File: config.mk
export PLATFORM = sky130hd
export DESIGN_NAME = jal_link_tracker
export DESIGN_NICKNAME = d
export VERILOG_FILES = /design/src/rtl/jal_link_tracker_pkg.sv /design/src/rtl/jal_link_tracker_stage_reg.sv /design/src/rtl/jal_link_tracker.sv
export SDC_FILE = /design/constraint.sdc
export NUM_CORES = 1
export LEC_CHECK = 0
export ABC_AREA = 1
export ABC_CLOCK_PERIOD_IN_PS = 2450
export CAP_MARGIN = 20
export CORE_ASPECT_RATIO = 1.25
export CORE_MARGIN = 2
export CORE_UTILIZATION = 50
export DETAILED_ROUTE_END_ITERATION = 10
export PLACE_DENSITY = 0.8
export SYNTH_ARGS = -nofsm -noshare
export SYNTH_HDL_FRONTEND = slang
export SYNTH_SLANG_ARGS = --single-unit
File: constraint.sdc
create_clock -name clk -period 2.45 [get_ports clk]
set_input_delay 0.245 -clock clk [delete_from_list [all_inputs] [get_ports clk]]
set_output_delay 0.245 -clock clk [all_outputs]
set_load 0.1 [all_outputs]
File: src/rtl/jal_link_tracker_pkg.sv
// Shared definitions for the jal link-forwarding tracker: the default link
// offset, the {valid, link} stage-slot layout and the E/M/W slot indices.
package jal_link_tracker_pkg;

  // Link address is PC+8: the jal itself plus its delay slot.
  localparam int LINK_OFFSET_DEF = 8;

  // Slot layout at the default datapath width.
  localparam int SLOT_W = 32;

  typedef struct packed {
    logic              valid;
    logic [SLOT_W-1:0] link;
  } jal_slot_t;

  // Indices of the in-flight slots, oldest last.
  localparam int STG_E   = 0;
  localparam int STG_M   = 1;
  localparam int STG_W   = 2;
  localparam int NUM_STG = 3;

endpackage

File: src/rtl/jal_link_tracker_stage_reg.sv
// One {valid, link} pipeline slot of the jal tracker. It always advances;
// the only thing that clears it is the asynchronous reset.
module jal_stage_reg #(
  parameter int WIDTH = 32
) (
  input  logic             clk,
  input  logic             rst_n,
  input  logic             i_valid,
  input  logic [WIDTH-1:0] i_link,
  output logic             o_valid,
  output logic [WIDTH-1:0] o_link
);

  logic             r_valid;
  logic [WIDTH-1:0] r_link;

  // Capture the incoming slot every cycle; reset drops any in-flight jal.
  always_ff @(posedge clk or negedge rst_n) begin
    if (!rst_n) begin
      r_valid <= 1'b0;
      r_link  <= '0;
    end else begin
      r_valid <= i_valid;
      r_link  <= i_link;
    end
  end

  assign o_valid = r_valid;
  assign o_link  = r_link;

endmodule

File: src/rtl/jal_link_tracker.sv
// Producer side of the jal link-forwarding path: tracks jals through E/M/W,
// forwards the youngest valid link to the decode jr mux, requests the $ra
// write at W and counts retired jals with a saturating counter.
module jal_link_tracker
  import jal_link_tracker_pkg::*;
#(
  parameter int WIDTH       = 32,
  parameter int LINK_OFFSET = LINK_OFFSET_DEF,
  parameter int CNT_W       = 16
) (
  input  logic             clk,
  input  logic             rst_n,
  input  logic [WIDTH-1:0] pc_d,
  input  logic             is_jal_d,
  input  logic             stall_d,
  input  logic             flush_d,
  output logic             forward_jal,
  output logic [WIDTH-1:0] link_fwd,
  output logic             ra_we_w,
  output logic [WIDTH-1:0] ra_wdata_w,
  output logic [CNT_W-1:0] jal_retired
);

  // A stalled or squashed decode instruction enters E as a bubble.
  logic             w_valid_d;
  logic [WIDTH-1:0] w_link_d;

  assign w_valid_d = is_jal_d & ~stall_d & ~flush_d;
  // Wraps modulo 2^WIDTH; loaded even for bubbles since valid gates its use.
  assign w_link_d  = pc_d + WIDTH'(LINK_OFFSET);

  logic             w_slot_vin  [NUM_STG];
  logic [WIDTH-1:0] w_slot_lin  [NUM_STG];
  logic             w_slot_v    [NUM_STG];
  logic [WIDTH-1:0] w_slot_l    [NUM_STG];

  // E takes from decode; M and W take from the slot before them.
  for (genvar gi = 0; gi < NUM_STG; gi++) begin : g_slot
    if (gi == STG_E) begin : g_head
      assign w_slot_vin[gi] = w_valid_d;
      assign w_slot_lin[gi] = w_link_d;
    end else begin : g_tail
      assign w_slot_vin[gi] = w_slot_v[gi-1];
      assign w_slot_lin[gi] = w_slot_l[gi-1];
    end

    jal_stage_reg #(.WIDTH(WIDTH)) u_stage (
      .clk     (clk),
      .rst_n   (rst_n),
      .i_valid (w_slot_vin[gi]),
      .i_link  (w_slot_lin[gi]),
      .o_valid (w_slot_v[gi]),
      .o_link  (w_slot_l[gi])
    );
  end

  // Youngest valid jal wins the forward path (E over M over W).
  always_comb begin
    forward_jal = w_slot_v[STG_E] | w_slot_v[STG_M] | w_slot_v[STG_W];
    link_fwd    = '0;
    if (w_slot_v[STG_E]) begin
      link_fwd = w_slot_l[STG_E];
    end else if (w_slot_v[STG_M]) begin
      link_fwd = w_slot_l[STG_M];
    end else if (w_slot_v[STG_W]) begin
      link_fwd = w_slot_l[STG_W];
    end
  end

  // $ra write request comes straight from the W slot; data zeroed when idle.
  always_comb begin
    ra_we_w    = w_slot_v[STG_W];
    ra_wdata_w = '0;
    if (w_slot_v[STG_W]) begin
      ra_wdata_w = w_slot_l[STG_W];
    end
  end

  logic [CNT_W-1:0] r_retired;

  // A jal retires on the edge where M moves into W; hold at all-ones.
  always_ff @(posedge clk or negedge rst_n) begin
    if (!rst_n) begin
      r_retired <= '0;
    end else if (w_slot_v[STG_M] && (r_retired != '1)) begin
      r_retired <= r_retired + 1'b1;
    end
  end

  assign jal_retired = r_retired;

endmodule

==> results by stage <==
Power:
- The clock network fraction of total power is 42.1%.
- Net switching is 31.1% of the power.
- Combinational logic burns 22.7% of the power.
- The total power draw is 6.01 mW.
- Across the VDD grid, the largest voltage drop is 531 uV.
- The net load switching power is 1.87 mW.
- The leakage component of the power is 3.24 nW.
- Dividing total power by cell area gives a power density of 773 nW/um2.
- Per report_power, the sequential group accounts for 35.3% of the total.
- The cell-internal power is 4.14 mW.

Setup path:
- The worst setup path is of the flip-flop to output port kind.
- The largest single stage delay on the critical path is 0.53 ns.
- The terminus of the critical flop-to-flop path is jal_retired[9].
- The signal on the critical path passes through buf_4 -> a21oi_1 -> a21oi_4 -> buf_12.
- The minimum setup slack among reg-to-reg paths is 0.66 ns.
- In this run the critical register-to-register path is launched from jal_retired[0].
- The largest fanout on the critical path is 30.
- The critical-path cell with the highest stage delay is sky130_fd_sc_hd__dfrtp_1.
- The worst register-to-register path has a depth of 8.
- For the worst setup path, the data arrival time is 1.97 ns.
- The critical path endpoint category is an output port.
- The startpoint type of the worst setup path is a flip-flop.
- The worst endpoint required time is 2.20 ns.

Yosys:
- Synthesis inferred 115 register bits.
- A synthesized cell averages 8.31 um2.
- The combined area of all synthesized cells is 5150 um2.
- The net count of the mapped netlist is 659.
- The number of instances in the synthesized netlist is 620.
- After Yosys synthesis, full adders, half adders and majority gates account for 0.486% of the synthesized area.
- The number of unique standard cell types used by synthesis is 24.
- The area fraction in and, or, nand and nor cells after synthesis is 25.8%.
- The synthesized netlist devotes 7.43% of its cell area to compound gates.
- The count of synthesis-stage warnings from yosys is 0.
- The post-synthesis share of cell area spent on xor and xnor gates is 3.91%.
- The dominant combinational cell family by area after synthesis is simple AND/OR/NAND/NOR gates.
- The post-synthesis sequential area ratio is 55.8%.
- The multiplexer area fraction after synthesis is 0%.

Timing:
- The final number of hold-violating endpoints is 0.
- The worst path meets setup with 0.237 ns of slack.
- The minimum clock period after layout is 2.21 ns.
- Hold timing on the final database bottoms out at a slack of 0.274 ns.
- Static timing analysis puts the maximum clock frequency at 452 MHz.
- Setup repair after global routing left no endpoint under its margin.
- Headroom to the max-slew limit came out at 66.6%.
- On the final layout, the worst clock skew is 0.00385 ns.
- The count of pins over their slew limit was 0.
- Setup violations remaining at the end of the flow were counted as 0.
- The worst-margin pin slew is 0.496 ns.
- The aggregate negative setup slack is 0 ns.
- Dividing the final minimum period by the clock period gives 90.3%.

CTS:
- Clock tree synthesis inserted a total of 17 buffers.
- The clock passes through at most 2 buffers.
- At the later pin of the worst-skew pair, clock insertion delay measures 0.41 ns.
- The tree is rooted in a sky130_fd_sc_hd__clkbuf_16.
- TritonCTS built the clock tree.
- CTS saw 115 sinks.
- The number of H-tree branching levels is 4.
- The clock-pin slew on the worst setup and hold paths is 0.05 ns.

Die:
- The die span in y is 118 um.
- The floorplan die width is 94.8 um.
- The die covers 11100 um2.
- The top-level I/O count is 119.
- The placeable core region is 10100 um2.
- Once the floorplan was initialized, standard cells occupied 51.3% of the core.
- The site row count is 41.

Route:
- The detail route stage leaves a number of antenna-violating nets equal to 0.
- The detailed router finished its first iteration with 249 violations.
- The total wire length is 14500 um.
- The first TritonRoute pass finished after 7 iterations.
- The post-detailed-route wirelength per cell is 16.4 um.
- Summing over every cut layer, the via total after detailed routing is 4609.
- In the routed layout, each cell is associated on average with a via count of 5.19.
- After detailed routing, the number of remaining DRC violations is 0.

Global route:
- In the global route stage, overall resource usage came out at 27.9%.
- The number of antenna violations at the first check in global routing is 0.
- The first global-routing pass estimated 23600 um of wire.
- The remaining global-route overflow is 0.
- The largest net degree at the start of global routing is 62.
- The number of global-route vias before repair is 4816.

Hold path:
- The end point of the most critical hold path is g_slot[0].u_stage.o_link[2].
- The worst hold path depth is 1.
- The path category of the worst min-delay check is input port to flip-flop.
- The worst hold path begins at pc_d[2].

Place:
- Before CTS, the worst setup slack after placement is 0.488 ns.
- The quantity of I/O buffers inserted on ports is 118.
- The number of placed instances, taps included is 855.
- The placed wire-length estimate is 10400 um.
- The final weighted congestion in routability-driven placement is 0.910.

Finish:
- Counting the fill cells in the layout gives 667.
- The number of antenna diodes in the final layout is 0.
- The most common cell after layout, fill and taps aside is sky130_fd_sc_hd__nand2_1.
- The number of non-filler instances in the completed layout is 888.
- The net count reported at finish is 785.
- The synthesis-to-layout area growth is 51.0%.
- In the layout the commonest cells are sky130_fd_sc_hd__nand2_1 (195), sky130_fd_sc_hd__dfrtp_1 (114), sky130_fd_sc_hd__nor2_1 (79).
- The layout cell share with drive strength beyond 1 is 26.0%.

Job:
- The count of maximum capacitance violations is 0.

Run status:
- The flow ran to the end, and the final reports show no timing, DRC or antenna violations.
-- power by group through the flow --
stage / registers, mW / clock network, mW / logic (mW)
finish: 2.12 / 2.53 / 1.36
global route: 2.13 / 2.64 / 1.42
CTS: 2.12 / 2.55 / 1.37
detailed placement: 2.15 / 0 / 1.35
global placement: 2.14 / 0 / 1.34
floorplan: 2.30 / 0 / 0.719
-- metrics by stage --
step | utilization, % | cell area [um2]
after floorplan | - | 5640
final | 77.4 | 7780
after global placement | 71.2 | 7160
after CTS | 77.4 | 7780
after detailed placement | 71.2 | 7160
after global routing | 77.4 | 7780
-- critical path: cells and delay by family (launching register included) --
family	cells	cell delay, ns
AOI/OAI and AO/OA	2	0.41
buffers and inverters	2	0.60
DFF	1	0.53
-- layer usage --
layer	vias up	track usage [%]	part of all wire [%]
met5	-	0	0
met4	0	9.15	1.8
met3	24	5.83	4.8
met2	158	48.8	55
met1	2240	33.9	39
li1	2187	-	-
-- layout make-up --
type                    instances  area, um2  area share, %
flip-flops and latches        115       2880           37.0
multi-input cells             422       2300           29.6
repair buffers                127       1470           18.9
clock buffers                  22        454           5.84
inverters                      63        357           4.58
well taps                     129        161           2.07
clock inverters                10        156           2.01
-- synthesized netlist by cell type --
master	count	share of area, %
sky130_fd_sc_hd__inv_1	62	4.5
sky130_fd_sc_hd__a21oi_1	64	6.2
sky130_fd_sc_hd__buf_1	3	0.22
sky130_fd_sc_hd__o21ai_0	8	0.78
sky130_fd_sc_hd__nor2_4	4	0.87
sky130_fd_sc_hd__nand2_1	195	14
sky130_fd_sc_hd__dfrtp_1	115	56
sky130_fd_sc_hd__xor2_1	13	2.2
sky130_fd_sc_hd__ha_1	2	0.49
sky130_fd_sc_hd__buf_2	7	0.68
sky130_fd_sc_hd__nand3_1	17	1.7
sky130_fd_sc_hd__nor3_1	6	0.58
sky130_fd_sc_hd__o21ai_2	2	0.34
sky130_fd_sc_hd__nand2_2	3	0.36
sky130_fd_sc_hd__nand3b_1	7	1.0
sky130_fd_sc_hd__xnor2_1	10	1.7
sky130_fd_sc_hd__nor2_1	79	5.8
sky130_fd_sc_hd__buf_6	2	0.44
sky130_fd_sc_hd__o21ai_1	1	0.097
sky130_fd_sc_hd__inv_2	1	0.073
sky130_fd_sc_hd__nor3b_1	2	0.29
sky130_fd_sc_hd__clkbuf_1	8	0.58
sky130_fd_sc_hd__nand4_1	6	0.73
sky130_fd_sc_hd__nor2_2	3	0.36
-- worst max path at each step --
stage                                        end  cells after the start                 startpoint
floorplan                           link_fwd[23]                      6  g_slot[2].u_stage.o_valid
global placement    g_slot[0].u_stage.o_link[28]                      8                    pc_d[5]
detailed placement  g_slot[0].u_stage.o_link[28]                      8                    pc_d[5]
CTS                                 link_fwd[18]                      4  g_slot[1].u_stage.o_valid
global route                        link_fwd[18]                      4  g_slot[1].u_stage.o_valid
finish                              link_fwd[18]                      4  g_slot[1].u_stage.o_valid
-- cell families after synthesis --
family	after synthesis
adders and majority gates	2
buffers and inverters	83
xor gates and xnor gates	23
AOI/OAI and AO/OA	75
DFF	115
and+or+nand+nor	322
-- state kept, by name (all words and copies together) (netlist names) --
register and cells:
g_slot.u_stage.o_valid 3, g_slot.u_stage.o_link 96, jal_retired 16
-- timing repair --
item | in CTS | in global routing
hold buffers | 1 | 0
resized for setup | 0 | 0
setup buffers | 0 | 0
hold endpoints to repair | 23 | 0
Note: power is estimated with default switching activity, not from simulation.
